File: src/rtl/io_bridge_if.sv
// Host-link and core-pin bundle for io_bridge.
// master = host/core side driving the bridge, slave = the bridge itself.
interface io_bridge_if;
  logic [15:0] HostInData;
  logic        HostInValid;
  logic        HostInReady;
  logic [15:0] HostOutData;
  logic        HostOutValid;
  logic        HostOutReady;
  logic        HostFlash;
  logic        HostLast;
  logic        IOWaiting;
  logic        IOWrite;
  logic [15:0] ParallelOut;
  logic        IOReady;
  logic [15:0] ParallelIn;
  logic        FlashEnable;
  logic        CoreHold;

  modport master (
    output HostInData, HostInValid, HostOutReady, HostFlash, HostLast,
           IOWaiting, IOWrite, ParallelOut,
    input  HostInReady, HostOutData, HostOutValid, IOReady, ParallelIn,
           FlashEnable, CoreHold
  );

  modport slave (
    input  HostInData, HostInValid, HostOutReady, HostFlash, HostLast,
           IOWaiting, IOWrite, ParallelOut,
    output HostInReady, HostOutData, HostOutValid, IOReady, ParallelIn,
           FlashEnable, CoreHold
  );
endinterface

File: src/rtl/io_bridge.sv
// Off-chip responder for the confusedcore parallel I/O port: host<->core word FIFOs plus IROM loader.
// Define IO_BRIDGE_LOOPBACK_EN to add the Loopback port (core writes return through the input FIFO).
module io_bridge #(
  parameter int IN_DEPTH  = 4,
  parameter int OUT_DEPTH = 4
) (
  input  logic       clk,
  input  logic       reset,
`ifdef IO_BRIDGE_LOOPBACK_EN
  input  logic       Loopback,
`endif
  io_bridge_if.slave bus
);
  localparam int IAW = $clog2(IN_DEPTH);
  localparam int OAW = $clog2(OUT_DEPTH);

  typedef enum logic [1:0] {S_RUN = 2'd0, S_FLASH = 2'd1, S_DONE = 2'd2} state_e;

  state_e       state_q, state_d;
  logic [IAW:0] in_wr_q, in_wr_d, in_rd_q, in_rd_d;
  logic [OAW:0] out_wr_q, out_wr_d, out_rd_q, out_rd_d;
  logic [15:0]  in_mem_q  [IN_DEPTH];
  logic [15:0]  out_mem_q [OUT_DEPTH];
  logic         in_ready_q, in_ready_d;
  logic         io_ready_q, io_ready_d;
  logic         flash_en_q, flash_en_d;
  logic         hold_q, hold_d;
  logic [15:0]  pin_q, pin_d;

  logic         lb, host_acc, in_push, in_pop, out_push, out_pop, flush;
  logic         in_empty, in_full, out_empty, out_full, in_full_nx;
  logic         io_req;
  logic [15:0]  in_wdata;

`ifdef IO_BRIDGE_LOOPBACK_EN
  assign lb = Loopback & (state_q == S_RUN);
`else
  assign lb = 1'b0;
`endif

  assign in_empty  = (in_wr_q == in_rd_q);
  assign in_full   = (in_wr_q[IAW] != in_rd_q[IAW]) && (in_wr_q[IAW-1:0] == in_rd_q[IAW-1:0]);
  assign out_empty = (out_wr_q == out_rd_q);
  assign out_full  = (out_wr_q[OAW] != out_rd_q[OAW]) && (out_wr_q[OAW-1:0] == out_rd_q[OAW-1:0]);
  assign out_pop   = ~out_empty & bus.HostOutReady;
  assign host_acc  = bus.HostInValid & bus.HostInReady;
  // The cycle carrying an IOReady pulse still shows the old IOWaiting, so it is ignored then.
  assign io_req    = bus.IOWaiting & ~io_ready_q;

  assign bus.HostInReady  = in_ready_q & ~lb;
  assign bus.HostOutValid = ~out_empty;
  assign bus.HostOutData  = out_mem_q[out_rd_q[OAW-1:0]];
  assign bus.IOReady      = io_ready_q;
  assign bus.ParallelIn   = pin_q;
  assign bus.FlashEnable  = flash_en_q;
  assign bus.CoreHold     = hold_q;

  // Next-state, FIFO pointer and registered-output computation
  always_comb begin
    state_d    = state_q;
    io_ready_d = 1'b0;
    flash_en_d = 1'b0;
    pin_d      = pin_q;
    in_push    = 1'b0;
    in_pop     = 1'b0;
    out_push   = 1'b0;
    flush      = 1'b0;
    in_wdata   = bus.HostInData;
    case (state_q)
      S_RUN: begin
        if (bus.HostFlash && !io_ready_q) begin
          state_d = S_FLASH;
          flush   = 1'b1;
        end else begin
          in_push = host_acc;
          if (io_req && !bus.IOWrite && !in_empty) begin
            in_pop     = 1'b1;
            pin_d      = in_mem_q[in_rd_q[IAW-1:0]];
            io_ready_d = 1'b1;
          end else if (io_req && bus.IOWrite && lb && !in_full) begin
            in_push    = 1'b1;
            in_wdata   = bus.ParallelOut;
            io_ready_d = 1'b1;
          end else if (io_req && bus.IOWrite && !lb && (!out_full || out_pop)) begin
            out_push   = 1'b1;
            io_ready_d = 1'b1;
          end else begin
            io_ready_d = 1'b0;
          end
        end
      end
      S_FLASH: begin
        if (host_acc) begin
          flash_en_d = 1'b1;
          pin_d      = bus.HostInData;
          state_d    = bus.HostLast ? S_DONE : S_FLASH;
        end else begin
          flash_en_d = 1'b0;
        end
      end
      S_DONE:  state_d = S_RUN;
      default: state_d = S_RUN;
    endcase

    out_wr_d = out_wr_q + (OAW+1)'(out_push);
    out_rd_d = out_rd_q + (OAW+1)'(out_pop);
    if (flush) begin
      in_wr_d = {(IAW+1){1'b0}};
      in_rd_d = {(IAW+1){1'b0}};
    end else begin
      in_wr_d = in_wr_q + (IAW+1)'(in_push);
      in_rd_d = in_rd_q + (IAW+1)'(in_pop);
    end
    in_full_nx = (in_wr_d[IAW] != in_rd_d[IAW]) && (in_wr_d[IAW-1:0] == in_rd_d[IAW-1:0]);

    case (state_d)
      S_FLASH: in_ready_d = 1'b1;
      S_RUN:   in_ready_d = ~in_full_nx;
      default: in_ready_d = 1'b0;
    endcase
    hold_d = (state_d != S_RUN);
  end

  // State, pointers, FIFO storage and output registers
  always_ff @(posedge clk) begin
    if (!reset) begin
      state_q    <= S_RUN;
      in_wr_q    <= {(IAW+1){1'b0}};
      in_rd_q    <= {(IAW+1){1'b0}};
      out_wr_q   <= {(OAW+1){1'b0}};
      out_rd_q   <= {(OAW+1){1'b0}};
      in_ready_q <= 1'b0;
      io_ready_q <= 1'b0;
      flash_en_q <= 1'b0;
      hold_q     <= 1'b0;
      pin_q      <= 16'h0000;
      for (int i = 0; i < IN_DEPTH; i++) in_mem_q[i] <= 16'h0000;
      for (int i = 0; i < OUT_DEPTH; i++) out_mem_q[i] <= 16'h0000;
    end else begin
      state_q    <= state_d;
      in_wr_q    <= in_wr_d;
      in_rd_q    <= in_rd_d;
      out_wr_q   <= out_wr_d;
      out_rd_q   <= out_rd_d;
      in_ready_q <= in_ready_d;
      io_ready_q <= io_ready_d;
      flash_en_q <= flash_en_d;
      hold_q     <= hold_d;
      pin_q      <= pin_d;
      if (in_push) in_mem_q[in_wr_q[IAW-1:0]] <= in_wdata;
      if (out_push) out_mem_q[out_wr_q[OAW-1:0]] <= bus.ParallelOut;
    end
  end
endmodule

File: src/flat_wrapper.sv
// flat-port wrapper written by rule: the top's interface ports become plain ports
module io_bridge_flat 
#(
  parameter int IN_DEPTH  = 4,
  parameter int OUT_DEPTH = 4
)
  (clk, reset, bus_HostInData, bus_HostInValid, bus_HostOutReady, bus_HostFlash, bus_HostLast, bus_IOWaiting, bus_IOWrite, bus_ParallelOut, bus_HostInReady, bus_HostOutData, bus_HostOutValid, bus_IOReady, bus_ParallelIn, bus_FlashEnable, bus_CoreHold);
  io_bridge_if bus_i ();
  input  logic clk;
  input  logic reset;
  input wire logic [$bits(bus_i.HostInData)-1:0] bus_HostInData;
  input wire logic [$bits(bus_i.HostInValid)-1:0] bus_HostInValid;
  input wire logic [$bits(bus_i.HostOutReady)-1:0] bus_HostOutReady;
  input wire logic [$bits(bus_i.HostFlash)-1:0] bus_HostFlash;
  input wire logic [$bits(bus_i.HostLast)-1:0] bus_HostLast;
  input wire logic [$bits(bus_i.IOWaiting)-1:0] bus_IOWaiting;
  input wire logic [$bits(bus_i.IOWrite)-1:0] bus_IOWrite;
  input wire logic [$bits(bus_i.ParallelOut)-1:0] bus_ParallelOut;
  output wire logic [$bits(bus_i.HostInReady)-1:0] bus_HostInReady;
  output wire logic [$bits(bus_i.HostOutData)-1:0] bus_HostOutData;
  output wire logic [$bits(bus_i.HostOutValid)-1:0] bus_HostOutValid;
  output wire logic [$bits(bus_i.IOReady)-1:0] bus_IOReady;
  output wire logic [$bits(bus_i.ParallelIn)-1:0] bus_ParallelIn;
  output wire logic [$bits(bus_i.FlashEnable)-1:0] bus_FlashEnable;
  output wire logic [$bits(bus_i.CoreHold)-1:0] bus_CoreHold;
  assign bus_i.HostInData = bus_HostInData;
  assign bus_i.HostInValid = bus_HostInValid;
  assign bus_i.HostOutReady = bus_HostOutReady;
  assign bus_i.HostFlash = bus_HostFlash;
  assign bus_i.HostLast = bus_HostLast;
  assign bus_i.IOWaiting = bus_IOWaiting;
  assign bus_i.IOWrite = bus_IOWrite;
  assign bus_i.ParallelOut = bus_ParallelOut;
  assign bus_HostInReady = bus_i.HostInReady;
  assign bus_HostOutData = bus_i.HostOutData;
  assign bus_HostOutValid = bus_i.HostOutValid;
  assign bus_IOReady = bus_i.IOReady;
  assign bus_ParallelIn = bus_i.ParallelIn;
  assign bus_FlashEnable = bus_i.FlashEnable;
  assign bus_CoreHold = bus_i.CoreHold;
  io_bridge #(.IN_DEPTH(IN_DEPTH), .OUT_DEPTH(OUT_DEPTH)) u_core (.clk(clk), .reset(reset), .bus(bus_i));
endmodule
File: config.mk
export PLATFORM = sky130hd
export DESIGN_NAME = io_bridge_flat
export DESIGN_NICKNAME = d
export VERILOG_FILES = /design/src/rtl/io_bridge_if.sv /design/src/rtl/io_bridge.sv /design/src/flat_wrapper.sv
export SDC_FILE = /design/constraint.sdc
export NUM_CORES = 1
export LEC_CHECK = 0
export ABC_AREA = 0
export ABC_CLOCK_PERIOD_IN_PS = 4550
export CAP_MARGIN = 20
export CORE_MARGIN = 2
export CORE_UTILIZATION = 55
export CTS_BUF_LIST = sky130_fd_sc_hd__clkbuf_8
export DETAILED_ROUTE_END_ITERATION = 12
export GPL_TIMING_DRIVEN = 0
export PLACE_DENSITY_LB_ADDON = 0.05
export RECOVER_POWER = 100
export SLEW_MARGIN = 20
export SYNTH_ARGS = -nofsm -noshare
export SYNTH_HDL_FRONTEND = slang
export SYNTH_SLANG_ARGS = --single-unit
File: constraint.sdc
create_clock -name clk -period 4.55 [get_ports clk]
set_clock_uncertainty 0.1 [all_clocks]
set_input_delay 0.91 -clock clk [delete_from_list [all_inputs] [get_ports clk]]
set_output_delay 0.91 -clock clk [all_outputs]
set_load 0.02 [all_outputs]
After elaboration in Yosys (flattened, before gate mapping)
Memories as Yosys holds them, arrays and structs flattened. A register that Yosys moved wholly into a read port is not among the register bits. Index checks and enable logic that the tools add are counted. Widths: inputs -> output; s select.

Memories: 2. Input port bits: 40. Logic and storage cells: 95. Output and inout port bits: 37. Register bits: 34. Bits in writable memories: 128.

Eq/ne operators: 11. Mux-type cells: 39. Bitwise logic cells: 8. $add $sub $neg: 4. Reductions and logical operators: 21.

Memory list: u_core.in_mem_q (words 4, width 16, rd ports 1, clocked after memory_dff 1, wr ports 4, line io_bridge.sv:22) `logic [15:0] in_mem_q [IN_DEPTH];`; u_core.out_mem_q (words 4, width 16, rd ports 1, clocked after memory_dff 1, wr ports 4, line io_bridge.sv:23) `logic [15:0] out_mem_q [OUT_DEPTH];`.

Operator list (count): $mux 16 (5); $pmux 16 s2 (1); $reduce_or 16->1 (2); $mux 1 (22); $mux 2 (7); $add 3x1->3 (4); $logic_and 1x1->1 (7); $eq 3x3->1 (2); $mux 3 (2); $not 1->1 (5); $eq 2x1->1 const B (2); $eq 2x2->1 (2); $logic_not 1->1 (4); $logic_not 2->1 (2); $ne 2x1->1 const B (2); $pmux 2 s2 (1); $reduce_and 4->1 (1); $reduce_bool 2->1 (2); $and 1x1->1 (3); $reduce_or 3->1 (1); $ne 1x1->1 (2); $ne 2x2->1 const B (1); $pmux 1 s2 (1); $reduce_and 2->1 (1); $logic_or 1x1->1 (1).

Depth between registers and ports, before layout
Word-level depth: 14. Mapped depth: 10.

Worst setup path after synthesis
Ideal clock, no wire load.

Path kind: in2reg. Start: input port bus_HostFlash. End: memory u_core.out_mem_q[3][0] (enable). Cell stages on the path: 5. Path slack: 1.169 ns. Library setup time: 0.411 ns. Arrival: 2.870 ns. Cells stage by stage: nor2b_1 -> nor2_2 -> buf_2 -> nand2_2 -> o21ai_0.

RTL lines: start: declaration (line flat_wrapper.sv:14) `input wire logic [$bits(bus_i.HostFlash)-1:0] bus_HostFlash;`; end: declaration (line io_bridge.sv:23).

Worst setup path after layout
Start: input port bus_IOWaiting. End: register u_core.in_ready_q, in the netlist u_core.bus.HostInReady.

Cells in the longest elaborated chain, start to end: 12. Elaborated cells between the ends (all ways): 13.

Ends and longest elaborated chain: start: declaration (line flat_wrapper.sv:16) `input wire logic [$bits(bus_i.IOWaiting)-1:0] bus_IOWaiting;`; $and 1x1->1 (*) (line io_bridge.sv:48) `assign io_req = bus.IOWaiting & ~io_ready_q;`; $logic_and 1x1->1 (*) (2 in a row) (line io_bridge.sv:76) `if (io_req && !bus.IOWrite && !in_empty) begin`; $mux 1 (*) (line io_bridge.sv:76); $mux 1 (*) (line io_bridge.sv:71) `if (bus.HostFlash && !io_ready_q) begin`; $mux 1 (*) (line io_bridge.sv:69) `case (state_q)`; $add 3x1->3 (*) (line io_bridge.sv:112) `in_rd_d = in_rd_q + (IAW+1)'(in_pop);`; $mux 3 (*) (line io_bridge.sv:107) `if (flush) begin`; $eq 2x2->1 or $ne 1x1->1 (tied branches) (line io_bridge.sv:114) `in_full_nx = (in_wr_d[IAW] != in_rd_d[IAW]) && (in_wr_d[IAW-1:0] == in_rd_d[IAW-1:0]);`; $logic_and 1x1->1 (*) (line io_bridge.sv:114); $not 1->1 (*) (line io_bridge.sv:118) `S_RUN: in_ready_d = ~in_full_nx;`; $pmux 1 s2 (*) (line io_bridge.sv:116) `case (state_d)`; end signal: assignment (line io_bridge.sv:145) `in_ready_q <= in_ready_d;`; end: declaration (line io_bridge.sv:24) `logic in_ready_q, in_ready_d;`.

Mark *: on every way between the ends. The rest lies on a longest branch, timed or not. A chain may end at the register's enable or synchronous reset.

==> results.md <==
- Worst Hold Class: flop to flop
- Worst-skew pair later-pin latency: 0.46 ns
- Failing checks: capacitance limit, slew limit
- Area of the mapped netlist: slightly above 7000 um^2
- IO Pins: 77
- Clock Path Buffers: 2
- Clk slew on worst S/H paths: roughly 0.090 ns
- Sw frac: 0.223
- Leak: about 3.1 nW
- H-tree depth: 4
- Design Area, Final: 8510 um^2
- Cell Int Power: between 2 and 2.5 mW
- Routed wire length: between 15 and 20 mm
- Sw Pwr: 701 uW
- Number of synthesized register bits: between 150 and 200
- Tightest Pin Transition: between 1.5 and 2 ns
- Reg power frac: 0.533
- Initial antenna violation count: 1
- Gate Count Post-Synth: ~520
- Post-synth EDFFs: 128
- Flop2flop setup slack: 1.11 ns
- Clock Tree Root: clkbuf_8
- Final ANT Viol Nets: 0
- Post-synthesis sequential area ratio: 0.633
- Clk pwr share: 0.369
- Die width: approximately 120 um
- Drt pass-1 iters: 5
- CP max FO: 10
- Ys flop type: edfxtp_1
- Port bufs: 76
- WS Path Type: input port to flop
- Hold-fix buffers at CTS: 0
- First-pass GRT wire length: 24.9 mm
- Initial Util: 0.564
- CP endpoint kind: flop
- Row count: 41
- CP arrival: 4.28 ns
- Status: finished with violations
- Syn_nets: between 500 and 600
- Final setup fails: 0
- Ys async rst share: 0
- Maxcap violations: 1
- Required @ worst endpoint: roughly 4.8 ns
- Layout cells sized above 1: 0.116
- ANT cells: 0
- Clock sink count: 162
- Synth cell types: 38
- Wire length per cell: roughly 20 um
- Vias in the first global route: approximately 4700
- Num CTS Buffers: 17
- Max-Slew Margin vs Limit: -0.0901
- Crit start category: input port
- Initial DRC count: about 460
- Chip Height: 118 um
- Layout area overhead: 19.1%
- F_max: between 0.2 and 0.25 GHz
- Core footprint: roughly 13000 um^2
- Max IR drop VDD: 0.000231 V
- Layout Cells excl Fill: roughly 800
- Largest net degree at the start of global routing: 17
- CTS tree: done
- Pre-CTS WS: approximately 0.52 ns
- DIE AREA: roughly 14000 um^2
- Fill cells: 990
- Postcts setup bufs: 0
- Max-slew violation count: 8
- Fin crit period: slightly above 4 ns
- Via count: ~4500
- Unrepaired setup endpoints after global routing: false
- Yosys warning total: 0
- GR Overflow Total: 0
- Routability cong.: about 0.81
- Final setup margin: 0.488 ns
- NumNets Final: between 600 and 700
- Vias per cell: 5.61
- DP Area: a little over 8000 um^2
- Comb pwr share: 0.098
- Drt drc: 0
- All-Layer GR Usage: 0.240
- Fin crit share: 0.893
- Resized cells post-CTS: 0
- Power Dens Cells: 369 nW/um^2
- Mean Syn Cell Area: 13.7 um^2
- Final hold violation count: 0
- Placed instance count: between 700 and 800
- Final HPWL DP: 10.5 mm
cell families after synthesis:
| logic type | Yosys count | synth area share |
|---|---|---|
| mux | 32 | 0.101 |
| simple gates | 225 | 0.156 |
| compound gates | 45 | 0.0515 |
| buf+inv | 35 | 0.0275 |
| flops | 162 | 0.633 |
| fa+ha+maj | 8 | 0.0140 |
| xor+xnor | 14 | 0.0172 |
metal layers:
metal  GRT usage  share of wire
met5           0              0
met4      0.0896          0.014
met3      0.0538          0.053
met2       0.432           0.54
met1       0.280           0.39
flip-flops by register name, indices dropped and copies added (netlist names):
| signal | count |
|---|---|
| u_core.bus.FlashEnable | 1 |
| u_core.out_wr_q | 3 |
| u_core.in_rd_q | 3 |
| u_core.in_mem_q | 64 |
| u_core.state_q | 2 |
| u_core.bus.HostInReady | 1 |
| u_core.out_mem_q | 64 |
| u_core.bus.ParallelIn | 16 |
| u_core.bus.IOReady | 1 |
| u_core.in_wr_q | 3 |
| u_core.out_rd_q | 3 |
| u_core.bus.CoreHold | 1 |
cells in the final DEF (no fill, tap or decap), types with 3 or more instances in the layout:
cell type	netlist	final
clkinv_2	0	4
clkdlybuf4s50_1	0	37
o21ai_2	0	3
xnor2_1	10	10
mux4_2	32	32
buf_4	3	3
nor2_1	72	73
xor2_1	4	4
a211oi_1	16	16
clkbuf_1	13	24
a311oi_1	16	16
inv_1	6	8
dlygate4sd3_1	0	39
dfxtp_1	34	34
and2_0	0	44
and2_1	75	31
nand2b_1	5	5
nor3_1	3	3
bufinv_16	0	5
a31oi_1	2	3
edfxtp_1	128	128
clkbuf_8	0	18
buf_6	6	3
ha_1	8	8
nand2_1	56	57
worst max-delay path, cell delays in order:
cell,delay [ns]
dlygate4sd3_1,0.54
or3b_1,0.40
a31oi_1,0.77
clkbuf_1,0.50
and2_1,0.24
ha_1,0.17
ha_1,0.25
xor2_1,0.15
nor3_1,0.22
a221oi_1,0.13
power groups by stage:
stage	Combinational [mW]	Clock (mW)	Sequential, mW
final	0.307	1.16	1.67
after global routing	0.331	1.23	1.68
after CTS	0.326	1.18	1.67
after detailed placement	0.324	0	1.71
after global placement	0.316	0	1.71
after floorplan	0.169	0	1.71
final timing paths:
kind,startpoint,to,depth (start not counted)
setup / recovery,bus_IOWaiting,u_core.bus.HostInReady,10
hold / removal,u_core.state_q[0],u_core.state_q[0],1
setup reg to reg,u_core.bus.IOReady,u_core.bus.HostInReady,9
hold reg to reg,u_core.state_q[0],u_core.state_q[0],1
Yosys cell counts (2+ instances only):
| library cell | n | area share |
|---|---|---|
| edfxtp_1 | 128 | 0.54 |
| and2_1 | 75 | 0.066 |
| nor2_1 | 72 | 0.038 |
| nand2_1 | 56 | 0.029 |
| dfxtp_1 | 34 | 0.095 |
| mux4_2 | 32 | 0.10 |
| a211oi_1 | 16 | 0.017 |
| a311oi_1 | 16 | 0.020 |
| clkbuf_1 | 13 | 0.0068 |
| xnor2_1 | 10 | 0.012 |
| ha_1 | 8 | 0.014 |
| buf_2 | 7 | 0.0049 |
| buf_6 | 6 | 0.0095 |
| inv_1 | 6 | 0.0032 |
| nand2b_1 | 5 | 0.0044 |
| o21ai_0 | 4 | 0.0028 |
| xor2_1 | 4 | 0.0049 |
| buf_4 | 3 | 0.0032 |
| nor3_1 | 3 | 0.0021 |
| a21oi_1 | 2 | 0.0014 |
| a31oi_1 | 2 | 0.0018 |
| nand4b_2 | 2 | 0.0042 |
| nor2_2 | 2 | 0.0018 |
layout make-up:
| cell class | count | area, um^2 | share of cell area |
|---|---|---|---|
| multi-input cells | 324 | 2390 | 0.281 |
| inverters | 6 | 22.5 | 0.00265 |
| well taps | 172 | 215 | 0.0253 |
| clock inverters | 14 | 194 | 0.0228 |
| flip-flops and latches | 162 | 4520 | 0.531 |
| repair buffers | 79 | 779 | 0.0916 |
| clock buffers | 18 | 248 | 0.0291 |
| plain buffers | 29 | 138 | 0.0162 |
stage by stage:
step	TNS (ns)	total power [mW]	util	hold WS, ns
floorplan	0	1.88	-	0.359
global route	0	3.24	0.672	0.466
detailed placement	0	2.03	0.645	0.385
global placement	-22.78	2.02	0.641	0.381
CTS	0	3.18	0.679	0.408
finish	0	3.14	0.672	0.416
Note: power is estimated with default switching activity, not from simulation.
